===== config.mk =====
export PLATFORM = sky130hd
export DESIGN_NAME = clint_timer
export DESIGN_NICKNAME = d
export VERILOG_FILES = /design/src/rtl/clint_timer.sv
export SDC_FILE = /design/constraint.sdc
export NUM_CORES = 1
export LEC_CHECK = 0
export ABC_AREA = 1
export ABC_CLOCK_PERIOD_IN_PS = 2020
export CAP_MARGIN = 0
export CORE_MARGIN = 2
export CORE_UTILIZATION = 45
export DETAILED_ROUTE_END_ITERATION = 16
export DONT_BUFFER_PORTS = 1
export PLACE_DENSITY_LB_ADDON = 0.08
export SYNTH_ARGS = -nofsm -noshare
export SYNTH_HDL_FRONTEND = slang
export SYNTH_SLANG_ARGS = --single-unit

===== constraint.sdc =====
create_clock -name clk -period 2.02 [get_ports clk]
set_input_delay 0.404 -clock clk [delete_from_list [all_inputs] [get_ports clk]]
set_output_delay 0.404 -clock clk [all_outputs]
set_load 0.02 [all_outputs]

===== src/rtl/clint_timer.sv =====
// clint_timer: machine timer and software-interrupt block with a simple valid/ready register port.
// Latency: a request is accepted in IDLE and answered one cycle later. Reads take exactly 1 cycle.
// Backpressure: o_req_ready is low in the RESP cycle, so sustained throughput is 1 request per 2 cycles.
// Ports: clk/arst (async active-low); i_req_* request (valid/write/addr/wdata); o_req_ready;
//        o_rsp_valid/o_rsp_rdata response pulse; o_timer_int_call (mtime >= mtimecmp); o_software_int_call (msip).
module clint_timer #(
  parameter int DATA_WIDTH = 32,
  parameter int PRESCALE   = 1
) (
  input  logic                  clk,
  input  logic                  arst,
  input  logic                  i_req_valid,
  input  logic                  i_req_write,
  input  logic [2:0]            i_req_addr,
  input  logic [DATA_WIDTH-1:0] i_req_wdata,
  output logic                  o_req_ready,
  output logic                  o_rsp_valid,
  output logic [DATA_WIDTH-1:0] o_rsp_rdata,
  output logic                  o_timer_int_call,
  output logic                  o_software_int_call
);

  typedef enum logic {ST_IDLE, ST_RESP} state_e;

  localparam logic [7:0] PRESC_LAST = 8'(PRESCALE - 1);

  state_e                state_q;
  logic                  rsp_valid_q;
  logic [DATA_WIDTH-1:0] rdata_q, rdata_d;
  logic                  msip_q;
  logic                  ctrl_en_q;
  logic                  tint_q;
  logic [63:0]           mtimecmp_q;
  logic [63:0]           mtime_q, mtime_d;
  logic [31:0]           shadow_q;
  logic [7:0]            presc_q, presc_d;

  logic accept, wr_acc, rd_acc, tick, mtime_wr, presc_clr;

  // Ready is held low while reset is asserted even though the FSM already sits in IDLE.
  assign o_req_ready = arst & (state_q == ST_IDLE);

  assign accept    = i_req_valid & (state_q == ST_IDLE);
  assign wr_acc    = accept & i_req_write;
  assign rd_acc    = accept & ~i_req_write;
  assign tick      = ctrl_en_q & (presc_q == PRESC_LAST);
  assign mtime_wr  = wr_acc & ((i_req_addr == 3'd3) | (i_req_addr == 3'd4));
  assign presc_clr = mtime_wr | (wr_acc & (i_req_addr == 3'd5));

  always_comb begin
    presc_d = presc_q;
    if (presc_clr) begin
      presc_d = '0;
    end else if (ctrl_en_q) begin
      presc_d = tick ? 8'd0 : presc_q + 8'd1;
    end
  end

  // A bus write to either half suppresses the increment for that cycle entirely,
  // so no carry leaks into the half that was not written.
  always_comb begin
    mtime_d = mtime_q;
    if (wr_acc && (i_req_addr == 3'd3)) begin
      mtime_d[31:0] = i_req_wdata;
    end else if (wr_acc && (i_req_addr == 3'd4)) begin
      mtime_d[63:32] = i_req_wdata;
    end else if (tick) begin
      mtime_d = mtime_q + 64'd1;
    end
  end

  always_comb begin
    rdata_d = '0;
    if (rd_acc) begin
      case (i_req_addr)
        3'd0:    rdata_d = {{(DATA_WIDTH-1){1'b0}}, msip_q};
        3'd1:    rdata_d = mtimecmp_q[31:0];
        3'd2:    rdata_d = mtimecmp_q[63:32];
        3'd3:    rdata_d = mtime_q[31:0];
        3'd4:    rdata_d = shadow_q;
        3'd5:    rdata_d = {{(DATA_WIDTH-1){1'b0}}, ctrl_en_q};
        default: rdata_d = '0;
      endcase
    end
  end

  // Bus FSM and response registers.
  always_ff @(posedge clk or negedge arst) begin
    if (!arst) begin
      state_q     <= ST_IDLE;
      rsp_valid_q <= 1'b0;
      rdata_q     <= '0;
    end else begin
      case (state_q)
        ST_IDLE: state_q <= i_req_valid ? ST_RESP : ST_IDLE;
        ST_RESP: state_q <= ST_IDLE;
      endcase
      rsp_valid_q <= accept;
      rdata_q     <= rdata_d;
    end
  end

  // Timer state and register file.
  always_ff @(posedge clk or negedge arst) begin
    if (!arst) begin
      msip_q     <= 1'b0;
      ctrl_en_q  <= 1'b1;
      mtimecmp_q <= '1;
      mtime_q    <= '0;
      shadow_q   <= '0;
      presc_q    <= '0;
      tint_q     <= 1'b0;
    end else begin
      if (wr_acc) begin
        case (i_req_addr)
          3'd0:    msip_q             <= i_req_wdata[0];
          3'd1:    mtimecmp_q[31:0]   <= i_req_wdata;
          3'd2:    mtimecmp_q[63:32]  <= i_req_wdata;
          3'd5:    ctrl_en_q          <= i_req_wdata[0];
          default: ;
        endcase
      end
      // Reading mtime_lo latches the upper half so a following mtime_hi read is coherent.
      if (rd_acc && (i_req_addr == 3'd3)) begin
        shadow_q <= mtime_q[63:32];
      end
      mtime_q <= mtime_d;
      presc_q <= presc_d;
      tint_q  <= (mtime_q >= mtimecmp_q);
    end
  end

  assign o_rsp_valid         = rsp_valid_q;
  assign o_rsp_rdata         = rdata_q;
  assign o_timer_int_call    = tint_q;
  assign o_software_int_call = msip_q;

endmodule


==> reports/metrics.yaml <==
path_class: "reg2reg"
htree_num_levels: 1
clkLatencyLatePin_ns: 0.54
fin_crit_sh_pct: 98.3
rsz0062_at_grt: "yes"
p_per_area_nw_per_um2: 1160
dieArea_um2: 29100
yosysWarnings: 0
gp_congestion: 0.995
cts-root-buf: "clkbuf_16"
p_leak_nw: 6.89
setup_violations: 0
crit_path_max_fanout: 2
initial_utilization_pct: 45.4
place_hpwl_um: 33100
hold_buffers: 33
syn_to_final_growth_pct: 20.4
coreArea_um2: 27600
min_period_ns: 1.98
netlist_area_um2: 12500
drc: 0
max_freq_mhz: 504
cts_tree: "yes"
p_total_mw: 17.5
slew_headroom_pct: 67.6
layout_setup_ws_ns: 0.0351
slew_violations: 0
fill_cells: 2698
nets: 1915
final_core_util_pct: 54.6
skew_ns: 0.0115
worstSetupStartpointType: "flip-flop"
cts_max_path_buffers: 3
syn_nets: 1802
clk_pin_slew_worst_paths_ns: 0.06
drt_iter0_drc: 912
dp_cells: 2127
drtPass1Iterations: 5
numCtsBuffers: 25
cp.required_ns: 2.50
via_count: 12000
stdcell_count: 2205
crit_arrival_ns: 2.47
status: "finished, violations left"
syn_avg_cell_area_um2: 7.37
die_w_um: 171
overflow: 0
io_pins: 75
avgRoutedWirePerCell_um: 20.4
stdcell_area_um2: 15100
rows: 61
syn_inst: 1696
clock-sinks: 204
min_path_type: "in2async"
grt_max_degree: 206
violations: "negative hold slack"
via_per_inst: 5.44
synth_ff_type: "dfrtp_1"
whs_ns: -0.437
grt_pass1_vias: 11900
finalHoldViolCount: 204
synth.ff_latch_count: 204
synth.distinct_cells: 41
diodes: 0
synth_enable_flop_cells: 0
place_area_um2: 13700
grt_pass1_wl_um: 69500
antenna_found_initial: 0
die_h_um: 171
async_reset_ff_share_pct: 100
drive_gt1_share_pct: 16.8
cp-end-kind: "flip-flop"
drtAntennaViolNets: 0
wirelength_um: 45000
worstMarginPinSlew_ns: 0.487
ys_seq_area_share_pct: 41.5
place.port_buffers: 0
maxCapViolations: 0
peakVddDrop_uv: 821
post-place-ws_ns: -0.244
grt_usage_pct: 31.3
finalSetupTns_ns: 0
## registers in the layout, indices dropped and copies added, names as in the netlist
register,count
mtime_q,64
mtimecmp_q,64
o_rsp_rdata,32
shadow_q,32
presc_q,8
ctrl_en_q,1
o_rsp_valid,1
o_software_int_call,1
o_timer_int_call,1
## power breakdown
group	switching (mW)	total (mW)	leakage, nW	internal (mW)
registers	1.16	6.67	2.50	5.51
clock network	1.85	4.52	0.411	2.68
logic	3.88	6.31	3.97	2.44
## cells by family after synthesis
family          share of synthesized area [%]
xor+xnor                                 1.33
fa+ha+maj                                6.71
simple gates                             26.3
compound gates                           15.8
buf+inv                                  8.34
flops                                    41.5
## final cells by class
class	count	area (um2)	share of cell area, %
repair buffers	146	1310	8.69
inverters	202	758	5.04
multi-input cells	1230	6500	43.2
well taps	378	473	3.14
flip-flops and latches	204	5200	34.5
clock buffers	36	747	4.96
clock inverters	9	72.6	0.482
## cell usage after synthesis (6+ instances only)
cell type / n / area [um2]
a21oi_1: 88 / 440
a221oi_1: 31 / 272
buf_2: 14 / 70.1
clkbuf_1: 38 / 143
dfrtp_1: 139 / 3480
dfstp_2: 65 / 1710
ha_1: 67 / 838
inv_1: 198 / 743
nand2_1: 441 / 1660
nand2_2: 6 / 37.5
nand3_1: 79 / 395
nand4_1: 33 / 206
nor2_1: 189 / 709
nor2_2: 9 / 56.3
nor3_1: 12 / 60.1
o211ai_1: 6 / 45.0
o21ai_0: 190 / 951
o21ai_1: 10 / 50.1
o22ai_1: 20 / 125
xor2_1: 14 / 123
## path summary, 6_finish.rpt
path,from,to,slack [ns],cells after the start
worst max-delay path,mtimecmp_q[23],o_timer_int_call,0.04,10
worst min-delay path,arst,mtime_q[40],-0.44,0
worst max register to register,mtimecmp_q[23],o_timer_int_call,0.04,10
worst min register to register,shadow_q[27],shadow_q[27],0.48,2
max in group asynchronous,arst,mtimecmp_q[26],2.18,0
min in group clk,i_req_wdata[2],mtimecmp_q[2],0.01,2
## worst max-delay path, cell delays in order, from the launching register on
cell and delay (ns):
dfstp_2 0.53, inv_1 0.06, ha_1 0.31, nand2_1 0.11, nor2_2 0.17, nand4_1 0.31, nor2_1 0.19, nand2_1 0.06
nand2_1 0.08, nand2_1 0.05, nand2_1 0.06
## per-layer routing
metal  GRT usage (%)  part of all wire, %  vias to the layer above
met1            44.5                   47                     5791
met2            50.7                   45                      342
met3            3.91                  5.3                       67
met5               0                    0                        -
met4            7.54                  2.5                        0
li1                -                    -                     5796
## what timing repair did
item	4_1_cts	5_1_grt
pin swaps	0	9
resized for setup	12	54
hold endpoints to repair	267	204
buffers inserted	0	0
endpoints found under the setup margin	7	34
## placed cells by master, fill, tap and decap left out, drive strengths merged, types with 6 or more instances in the layout
cell type,n
dfstp,65
dfrtp,139
a221oi,31
o211ai,6
nand3,81
a21oi,88
o22ai,20
nand2,447
nor2,202
clkbuf,36
xor2,14
clkinv,7
o21ai,202
dlygate4sd3,33
inv,202
nor3,14
ha,67
nand4,33
buf,113
(Power assumes the default switching activity.)
